[src/rtl/mips_mult_div_if.sv]
// mips_mult_div_if: connects the issuing control logic to the multiply/divide unit.
//   start       issue strobe; sampled only while busy=0
//   op          operation: 00 MULT, 01 MULTU, 10 DIV, 11 DIVU
//   operand_a   rs value (multiplicand / dividend)
//   operand_b   rt value (multiplier / divisor)
//   hi_we       MTHI strobe; loads write_data into hi
//   lo_we       MTLO strobe; loads write_data into lo
//   write_data  data for MTHI/MTLO
//   hi, lo      HI/LO registers, readable any cycle (MFHI/MFLO)
//   busy        an operation is in flight
//   done        one-cycle pulse when an operation has just written hi/lo
//   div_by_zero qualifies done; set for DIV/DIVU with a zero divisor
interface mips_mult_div_if #(
  parameter int WIDTH = 32
);
  logic             start;
  logic [1:0]       op;
  logic [WIDTH-1:0] operand_a;
  logic [WIDTH-1:0] operand_b;
  logic             hi_we;
  logic             lo_we;
  logic [WIDTH-1:0] write_data;
  logic [WIDTH-1:0] hi;
  logic [WIDTH-1:0] lo;
  logic             busy;
  logic             done;
  logic             div_by_zero;

  modport master (
    output start, op, operand_a, operand_b, hi_we, lo_we, write_data,
    input  hi, lo, busy, done, div_by_zero
  );

  modport slave (
    input  start, op, operand_a, operand_b, hi_we, lo_we, write_data,
    output hi, lo, busy, done, div_by_zero
  );
endinterface

[src/rtl/mips_mult_div.sv]
// mips_mult_div: iterative MULT/MULTU/DIV/DIVU unit writing the HI/LO pair,
// plus MTHI/MTLO writes. One iteration per cycle for WIDTH cycles, then a
// sign-adjust cycle that writes hi/lo and pulses done.
//   clk   rising-edge clock
//   rst   synchronous active-high reset; aborts any in-flight op
//   bus   mips_mult_div_if.slave (operands, op, MTHI/MTLO, hi/lo, status)
//
// state   | meaning
// S_IDLE  | waiting for start; MTHI/MTLO honoured here
// S_CALC  | one shift-add / shift-subtract iteration per cycle
// S_ADJUST| sign correction, write hi/lo, pulse done
module mips_mult_div #(
  parameter int WIDTH = 32,
  parameter int CNT_W = 6
) (
  input logic           clk,
  input logic           rst,
  mips_mult_div_if.slave bus
);

  typedef enum logic [1:0] {S_IDLE, S_CALC, S_ADJUST} state_t;

  state_t             state, state_nxt;
  logic [CNT_W-1:0]   cnt;
  logic [WIDTH-1:0]   acc_hi;   // product upper half / partial remainder
  logic [WIDTH-1:0]   acc_lo;   // multiplier being shifted out / quotient shifting in
  logic [WIDTH-1:0]   mag_b;    // multiplicand / divisor magnitude
  logic               is_div;
  logic               neg_res;
  logic               neg_rem;
  logic               dz;
  logic [WIDTH-1:0]   hi_r, lo_r;
  logic               done_r, dz_r;

  logic               a_neg, b_neg;
  logic [WIDTH-1:0]   mag_a_in, mag_b_in;
  logic [WIDTH:0]     mul_sum;
  logic [WIDTH:0]     div_shift, div_diff;
  logic               div_ok;
  logic [2*WIDTH-1:0] prod, prod_fix;
  logic [WIDTH-1:0]   quo_fix, rem_fix;

  // Signed ops (op[0]=0) work on magnitudes; signs are reapplied in S_ADJUST.
  assign a_neg    = ~bus.op[0] & bus.operand_a[WIDTH-1];
  assign b_neg    = ~bus.op[0] & bus.operand_b[WIDTH-1];
  assign mag_a_in = a_neg ? -bus.operand_a : bus.operand_a;
  assign mag_b_in = b_neg ? -bus.operand_b : bus.operand_b;

  assign mul_sum   = {1'b0, acc_hi} + (acc_lo[0] ? {1'b0, mag_b} : '0);
  assign div_shift = {acc_hi, acc_lo[WIDTH-1]};
  assign div_diff  = div_shift - {1'b0, mag_b};
  assign div_ok    = ~div_diff[WIDTH];

  assign prod     = {acc_hi, acc_lo};
  assign prod_fix = neg_res ? -prod : prod;
  assign quo_fix  = neg_res ? -acc_lo : acc_lo;
  // With a zero divisor the remainder path ends holding |a|; negating it for
  // a negative dividend restores the original operand_a.
  assign rem_fix  = neg_rem ? -acc_hi : acc_hi;

  always_ff @(posedge clk) begin
    if (rst) state <= S_IDLE;
    else     state <= state_nxt;
  end

  always_comb begin
    state_nxt = state;
    case (state)
      S_IDLE:   if (bus.start) state_nxt = S_CALC;
      S_CALC:   if (cnt == CNT_W'(WIDTH-1)) state_nxt = S_ADJUST;
      S_ADJUST: state_nxt = S_IDLE;
      default:  state_nxt = S_IDLE;
    endcase
  end

  always_comb begin
    bus.busy = (state != S_IDLE);
  end

  always_ff @(posedge clk) begin
    if (rst) begin
      cnt     <= '0;
      acc_hi  <= '0;
      acc_lo  <= '0;
      mag_b   <= '0;
      is_div  <= 1'b0;
      neg_res <= 1'b0;
      neg_rem <= 1'b0;
      dz      <= 1'b0;
      hi_r    <= '0;
      lo_r    <= '0;
      done_r  <= 1'b0;
      dz_r    <= 1'b0;
    end else begin
      done_r <= 1'b0;
      dz_r   <= 1'b0;
      case (state)
        S_IDLE: begin
          if (bus.start) begin
            cnt     <= '0;
            acc_hi  <= '0;
            acc_lo  <= mag_a_in;
            mag_b   <= mag_b_in;
            is_div  <= bus.op[1];
            neg_res <= a_neg ^ b_neg;
            neg_rem <= a_neg;
            dz      <= bus.op[1] & (bus.operand_b == '0);
          end else begin
            if (bus.hi_we) hi_r <= bus.write_data;
            if (bus.lo_we) lo_r <= bus.write_data;
          end
        end
        S_CALC: begin
          cnt <= cnt + 1'b1;
          if (is_div) begin
            acc_hi <= div_ok ? div_diff[WIDTH-1:0] : div_shift[WIDTH-1:0];
            acc_lo <= {acc_lo[WIDTH-2:0], div_ok};
          end else begin
            acc_hi <= mul_sum[WIDTH:1];
            acc_lo <= {mul_sum[0], acc_lo[WIDTH-1:1]};
          end
        end
        S_ADJUST: begin
          if (is_div) begin
            hi_r <= rem_fix;
            lo_r <= dz ? '1 : quo_fix;
          end else begin
            hi_r <= prod_fix[2*WIDTH-1:WIDTH];
            lo_r <= prod_fix[WIDTH-1:0];
          end
          done_r <= 1'b1;
          dz_r   <= dz;
        end
        default: ;
      endcase
    end
  end

  assign bus.hi          = hi_r;
  assign bus.lo          = lo_r;
  assign bus.done        = done_r;
  assign bus.div_by_zero = dz_r;

endmodule
[src/flat_wrapper.sv]
// flat-port wrapper written by rule: the top's interface ports become plain ports
module mips_mult_div_flat 
#(
  parameter int WIDTH = 32,
  parameter int CNT_W = 6
)
  (clk, rst, bus_start, bus_op, bus_operand_a, bus_operand_b, bus_hi_we, bus_lo_we, bus_write_data, bus_hi, bus_lo, bus_busy, bus_done, bus_div_by_zero);
  mips_mult_div_if #(.WIDTH(WIDTH)) bus_i ();
  input logic clk;
  input logic rst;
  input wire logic [$bits(bus_i.start)-1:0] bus_start;
  input wire logic [$bits(bus_i.op)-1:0] bus_op;
  input wire logic [$bits(bus_i.operand_a)-1:0] bus_operand_a;
  input wire logic [$bits(bus_i.operand_b)-1:0] bus_operand_b;
  input wire logic [$bits(bus_i.hi_we)-1:0] bus_hi_we;
  input wire logic [$bits(bus_i.lo_we)-1:0] bus_lo_we;
  input wire logic [$bits(bus_i.write_data)-1:0] bus_write_data;
  output wire logic [$bits(bus_i.hi)-1:0] bus_hi;
  output wire logic [$bits(bus_i.lo)-1:0] bus_lo;
  output wire logic [$bits(bus_i.busy)-1:0] bus_busy;
  output wire logic [$bits(bus_i.done)-1:0] bus_done;
  output wire logic [$bits(bus_i.div_by_zero)-1:0] bus_div_by_zero;
  assign bus_i.start = bus_start;
  assign bus_i.op = bus_op;
  assign bus_i.operand_a = bus_operand_a;
  assign bus_i.operand_b = bus_operand_b;
  assign bus_i.hi_we = bus_hi_we;
  assign bus_i.lo_we = bus_lo_we;
  assign bus_i.write_data = bus_write_data;
  assign bus_hi = bus_i.hi;
  assign bus_lo = bus_i.lo;
  assign bus_busy = bus_i.busy;
  assign bus_done = bus_i.done;
  assign bus_div_by_zero = bus_i.div_by_zero;
  mips_mult_div #(.WIDTH(WIDTH), .CNT_W(CNT_W)) u_core (.clk(clk), .rst(rst), .bus(bus_i));
endmodule
[config.mk]
export PLATFORM = sky130hd
export DESIGN_NAME = mips_mult_div_flat
export DESIGN_NICKNAME = d
export VERILOG_FILES = /design/src/rtl/mips_mult_div_if.sv /design/src/rtl/mips_mult_div.sv /design/src/flat_wrapper.sv
export SDC_FILE = /design/constraint.sdc
export NUM_CORES = 1
export LEC_CHECK = 0
export CAP_MARGIN = 20
export CORE_MARGIN = 5
export CORE_UTILIZATION = 30
export DETAILED_ROUTE_END_ITERATION = 8
export PLACE_DENSITY = 0.53
export SLEW_MARGIN = 30
export SYNTH_ARGS = -nofsm -noshare
export SYNTH_HDL_FRONTEND = slang
export SYNTH_SLANG_ARGS = --single-unit
[constraint.sdc]
create_clock -name clk -period 3.7 [get_ports clk]
set_input_delay 0.555 -clock clk [delete_from_list [all_inputs] [get_ports clk]]
set_output_delay 0.555 -clock clk [all_outputs]
set_load 0.005 [all_outputs]
# After elaboration in Yosys (flattened, before gate mapping)
# Cells that the tools add are included.
# classes
add_sub_neg	8
eq_ne	8
muxes	28
n_bitwise	7
n_reduce_logical	11
# op_table
operator	count
$mux W32	17
$pmux W32 S2	4
$neg A32 Y32	4
$mux W64	1
$neg A64 Y64	1
$add A32 B33 Y33	1
$sub A33 B32 Y33	1
$logic_not A32 Y1	1
$pmux W6 S2	1
$ne A2 B2 Y1 const B	4
$add A6 B1 Y6 const B	1
$eq A6 B5 Y1 const B	1
$mux W6	1
$reduce_and A2 Y1	3
$reduce_and A3 Y1	2
$reduce_bool A2 Y1	3
$mux W2	2
$pmux W2 S2	1
$and A1 B1 Y1	3
$not A1 Y1	3
$eq A2 B1 Y1 const B	1
$eq A2 B2 Y1 const B	1
$logic_not A2 Y1	1
$ne A2 B1 Y1 const B	1
other kinds (3)	3
# totals
regBits	174
wordCells	75

# Longest topological paths before layout
# depth
ltp_word	5
ltp_mapped	15

# Least setup slack after synthesis
# OpenSTA, ideal clock, no wires.
# synth_path
path_kind	register -> register
from	register u_core.acc_lo[0]
to	register u_core.acc_hi[25]
arrival_ns	3.414
required_ns	3.580
setup_slack_ns	0.167
path_stages_with_launch	14
cell_sequence	dfxtp_1 inv_1 buf_1 nor2_1 ha_1 a21o_1 a311o_1 or4_1 o21ai_0 o21ai_0 a41oi_1 or3_1 a31oi_1 o31a_1
# synth_via
elab_chain_len	4
# synth_rtl
element	line_no	source
from (decl)	mips_mult_div.sv:26	logic [WIDTH-1:0] acc_lo;
from (signal assigned)	mips_mult_div.sv:102	acc_lo <= mag_a_in;
from (signal assigned)	mips_mult_div.sv:117	acc_lo <= {acc_lo[WIDTH-2:0], div_ok};
from (signal assigned)	mips_mult_div.sv:120	acc_lo <= {mul_sum[0], acc_lo[WIDTH-1:1]};
$mux W32	mips_mult_div.sv:49	assign mul_sum = {1'b0, acc_hi} + (acc_lo[0] ? {1'b0, mag_b} : '0);
$add A32 B33 Y33	mips_mult_div.sv:49	
$mux W32	mips_mult_div.sv:115	if (is_div) begin
$pmux W32 S2	mips_mult_div.sv:97	case (state)
to (signal assigned)	mips_mult_div.sv:116	acc_hi <= div_ok ? div_diff[WIDTH-1:0] : div_shift[WIDTH-1:0];
to (signal assigned)	mips_mult_div.sv:119	acc_hi <= mul_sum[WIDTH:1];
to (decl)	mips_mult_div.sv:25	logic [WIDTH-1:0] acc_hi;
# Every way passes these cells.
# A chain may end at the register's enable or synchronous reset.

# Worst setup path in the final report
# layout_path
from	register u_core.acc_lo[0]
to	register u_core.acc_hi[28]
# Same word-level chain as after synthesis.

==> impl_summary.log <==
[metrics] run status: finished clean
[metrics] CP Class: flip-flop to flip-flop
[metrics] biggest fanout along the worst timing path: 7
[metrics] highest clock frequency the design can meet: 0.287 GHz
[metrics] share of synthesized flip-flops with an asynchronous set or reset: 0%
[metrics] area share of fa/ha/maj cells after synthesis: 6.32%
[metrics] sequential area share after synthesis: around 24%
[metrics] number of iterations in the first detailed-routing pass: 6
[metrics] post-detailed-routing wire length: 55,900 um
[metrics] Final Hold Viols: 0
[metrics] antenna diode instance count: 0
[metrics] crit-path most repeated cell: sky130_fd_sc_hd__buf_4
[metrics] Worst-Margin Slew: 0.951 ns
[metrics] CORE AREA: roughly 47,000 um2
[metrics] unique cell type count in the Yosys netlist: 72
[metrics] fraction of synthesized cell area in xor and xnor cells: 9.49%
[metrics] number of vias in the routed layout: about 15k
[metrics] static leakage power: ~7 nW
[metrics] complex-gate fraction of the synthesized area: 29.5%
[metrics] endpoint kind of the worst setup timing path: flip-flop
[metrics] Levels on crit path: 15
[metrics] number of buffers on the longest clock path: 2
[metrics] Gate Count Post-Synth: 1,907
[metrics] mux contribution to synthesized area: under 10%
[metrics] list of cells traversed by the critical path: inv_1 -> buf_4 -> nor2_1 -> ha_1 -> buf_4 -> nor2_1 -> o311a_1 -> o21a_1 -> o21bai_1 -> a21oi_1 -> buf_4 -> o31ai_1 -> a31oi_1 -> xor2_1 -> o221ai_1
[metrics] pwr/cell area: ~320 nW/um2
[metrics] part of the cycle the worst path needs: a little over nine tenths
[metrics] number of global-route vias before repair: 14.5k
[metrics] unrepaired setup endpoints after global routing: no
[metrics] number of cell rows: 80
[metrics] combined area of all synthesized cells: 14,300 um2
[metrics] routed wirelength normalized by instance count: 20.5 um
[metrics] pin count of the biggest net entering global routing: 76
[metrics] number of DRC violations after detailed-routing iteration 0: 1,106
[metrics] delay of the slowest cell on the worst path: 0.38 ns
[metrics] Post-route DRC: 0
[metrics] clock power share: 32.1%
[metrics] number of register bits inferred by synthesis: 174
[metrics] IO Pins: 170
[metrics] Flop pwr share: about 37%
[metrics] total of warnings raised by yosys: 0
[metrics] worst slew slack as a fraction of its limit: 36.5%
[metrics] Filler Cell Count: between 5k and 6k
[metrics] combinational family with the most area after synthesis: compound AO/OA/AOI/OAI gates
[metrics] buffer cell driving the clock tree root: sky130_fd_sc_hd__clkbuf_16
[metrics] total negative slack for setup checks: 0 ns
[metrics] Worst R2R Path Depth: 15
[metrics] final critical-path required period: 3.49 ns
[metrics] Net Switching: 2.06 mW
[metrics] via count normalized by instance count: roughly 5.5
[metrics] starting density of the core: 30.1%
[metrics] top cells by count, synth: 219 x sky130_fd_sc_hd__nor2_1, 181 x sky130_fd_sc_hd__a21oi_1, 174 x sky130_fd_sc_hd__dfxtp_1, 136 x sky130_fd_sc_hd__nand2_1, 126 x sky130_fd_sc_hd__a211oi_1
[metrics] last weighted congestion value of the routability-driven placer: 0.931
[metrics] global router's overall resource usage: 20.7%
[metrics] switching share of power: 35.6%
[metrics] antenna violations before repair: 0
[metrics] Internal: 3.72 mW
[metrics] number of flops mapped to enable cells by yosys: 0
[metrics] clock latency at the later pin of the worst-skew pair: 0.47 ns
[metrics] worst clock skew on the final layout: 0.0136 ns
[metrics] count of maximum capacitance violations: 0
[metrics] Avg Inst Size Synth: 7.50 um2
[metrics] H-tree depth: 4
[metrics] Hold Path Class: input port to flip-flop
[metrics] Die X-Extent: 228 um
[metrics] biggest area consumer among synthesized cells: sky130_fd_sc_hd__dfxtp_1
[metrics] main area contributors after synthesis: sky130_fd_sc_hd__dfxtp_1 24%, sky130_fd_sc_hd__a211oi_1 6.6%, sky130_fd_sc_hd__a21oi_1 6.3%, sky130_fd_sc_hd__ha_1 6.0%, sky130_fd_sc_hd__xnor2_1 5.8%
[metrics] port bufs: 169
[metrics] Hold Crit Depth: 2
[metrics] clock buffer count from CTS: 17
[metrics] Die Y: around 230 um
[metrics] share of post-route cells with drive strength above 1: 9.57%
[metrics] clock input transition at the sequential cells of the worst setup and hold paths: 0.07 ns
[metrics] Remaining Overflow, GRT: 0
[metrics] kind of cell adding the most delay to the critical path: compound AO/OA/AOI/OAI gates
[metrics] number of nets in the synthesized netlist: about 2.1k
[metrics] post-detailed-route count of antenna-violating nets: 0
[metrics] clock sink count: roughly 170
[metrics] most frequently used cell type in the post-synthesis netlist: sky130_fd_sc_hd__nor2_1
[metrics] hpwl dp: 43,800 um
[metrics] worst endpoint required time: just over 4 ns
[metrics] area fraction of the dominant cell type after synthesis: between 20% and 30%
[metrics] Final nets: 2,273
[metrics] total die area: between 50,000 and 60,000 um2
[metrics] Area Overhead vs Synth: 25.4%
[metrics] fraction of power consumed by combinational cells: 31.3%
[metrics] simple-gate share of the synthesized area: 19.6%
[metrics] CP startpoint kind: flip-flop
[metrics] wire length of the first global-routing pass: 86,500 um
[metrics] number of slew-limit violations in the final report: 0
[metrics] Max rail drop VDD: 0.000285 V
[metrics] final setup fails: 0
[metrics] final total power: between 5 and 6 mW
[metrics] TritonCTS clock tree: done
[metrics] cell with the largest stage delay on the worst path: sky130_fd_sc_hd__o311a_1
[metrics] number of buffers and inverters on the critical path: 4
[metrics] count of hold buffers inserted by post-cts repair: 0
[metrics] Critical Path AT: around 3.9 ns
[metrics] Main synth FF type: sky130_fd_sc_hd__dfxtp_1
[registers in the layout (all words and copies together) (netlist names), 2 cells and up]
| register | count |
|---|---|
| u_core.bus.lo | 32 |
| u_core.acc_hi | 32 |
| u_core.mag_b | 32 |
| u_core.state | 2 |
| u_core.bus.hi | 32 |
| u_core.acc_lo | 32 |
| u_core.cnt | 6 |
[path summary, 6_finish.rpt]
check,start,endpoint,slack (ns)
setup / recovery,u_core.acc_lo[0]$_SDFFE_PP0P_,u_core.acc_hi[28]$_SDFFE_PP0P_,0.21
hold reg to reg,u_core.bus.lo[29]$_SDFFE_PP0P_,u_core.bus.lo[29]$_SDFFE_PP0P_,0.45
hold / removal,rst,u_core.acc_hi[23]$_SDFFE_PP0P_,0.34
setup reg to reg,u_core.acc_lo[0]$_SDFFE_PP0P_,u_core.acc_hi[28]$_SDFFE_PP0P_,0.21
[final cells by class]
type / instances / area (um2) / share of cell area (%)
Sequential cell: 174 / 3480 / 19.4
Inverter: 65 / 244 / 1.36
Multi-Input combinational cell: 1532 / 10100 / 56.4
Tap cell: 615 / 769 / 4.29
Clock buffer: 19 / 443 / 2.47
Clock inverter: 12 / 126 / 0.705
Timing Repair Buffer: 309 / 2750 / 15.4
[layer usage]
layer	up-vias	wire length, um	track usage [%]
li1	7392	-	-
met3	50	3220	3.34
met2	466	24300	32.0
met5	-	0	0
met4	0	966	4.82
met1	7196	27400	30.3
[through the flow]
stage	hold slack (ns)	utilization (%)	std cells	cell area (um2)	worst slack (ns)
3_3_place_gp	0.441	36.5	2695	17300	0.170
3_5_place_dp	0.445	36.5	2695	17300	0.0938
5_1_grt	0.344	37.8	2726	17900	0.00193
4_1_cts	0.313	37.7	2726	17900	0.0732
2_1_floorplan	0.432	-	1907	14300	0.167
6_report	0.339	37.8	2726	17900	0.215
[worst reg2reg max path: cells and delay by family, from the launching register on]
kind	cells	cell delay, ns
AO/OA/AOI/OAI	7	1.83
XOR/XNOR	1	0.16
adder cells (fa/ha/maj)	1	0.28
buffers and inverters	4	0.67
flip-flops	1	0.34
AND/OR/NAND/NOR	2	0.11
[logic make-up after synthesis]
logic type | count (synthesis)
AND/OR/NAND/NOR | 593
AO/OA/AOI/OAI | 637
XOR/XNOR | 155
adder cells (fa/ha/maj) | 71
buffers and inverters | 201
flip-flops | 174
multiplexers | 76
[cell usage in the layout, fill, tap and decap left out, drive strengths merged, types with 61 or more instances in the layout]
master / synthesis / layout
nor2: 219 / 219
a21oi: 182 / 182
dfxtp: 174 / 174
clkdlybuf4s50: 0 / 168
buf: 17 / 141
nand2: 136 / 136
a211oi: 126 / 126
o21ai: 99 / 99
xnor2: 94 / 94
mux2i: 74 / 74
inv: 64 / 70
ha: 69 / 69
xor2: 61 / 61
[power by group through the flow]
stage | clock (mW) | sequential [mW] | combinational [mW]
after floorplan | 0 | 2.10 | 1.11
after global placement | 0 | 2.15 | 1.78
final | 1.85 | 2.11 | 1.81
after detailed placement | 0 | 2.15 | 1.79
after global routing | 1.95 | 2.13 | 1.98
after CTS | 1.88 | 2.11 | 1.79
[what timing repair did]
item,4_1_cts,5_1_grt
buffers inserted,0,0
resized for setup,0,6
endpoints found under the setup margin,0,18
(Power assumes the default switching activity.)
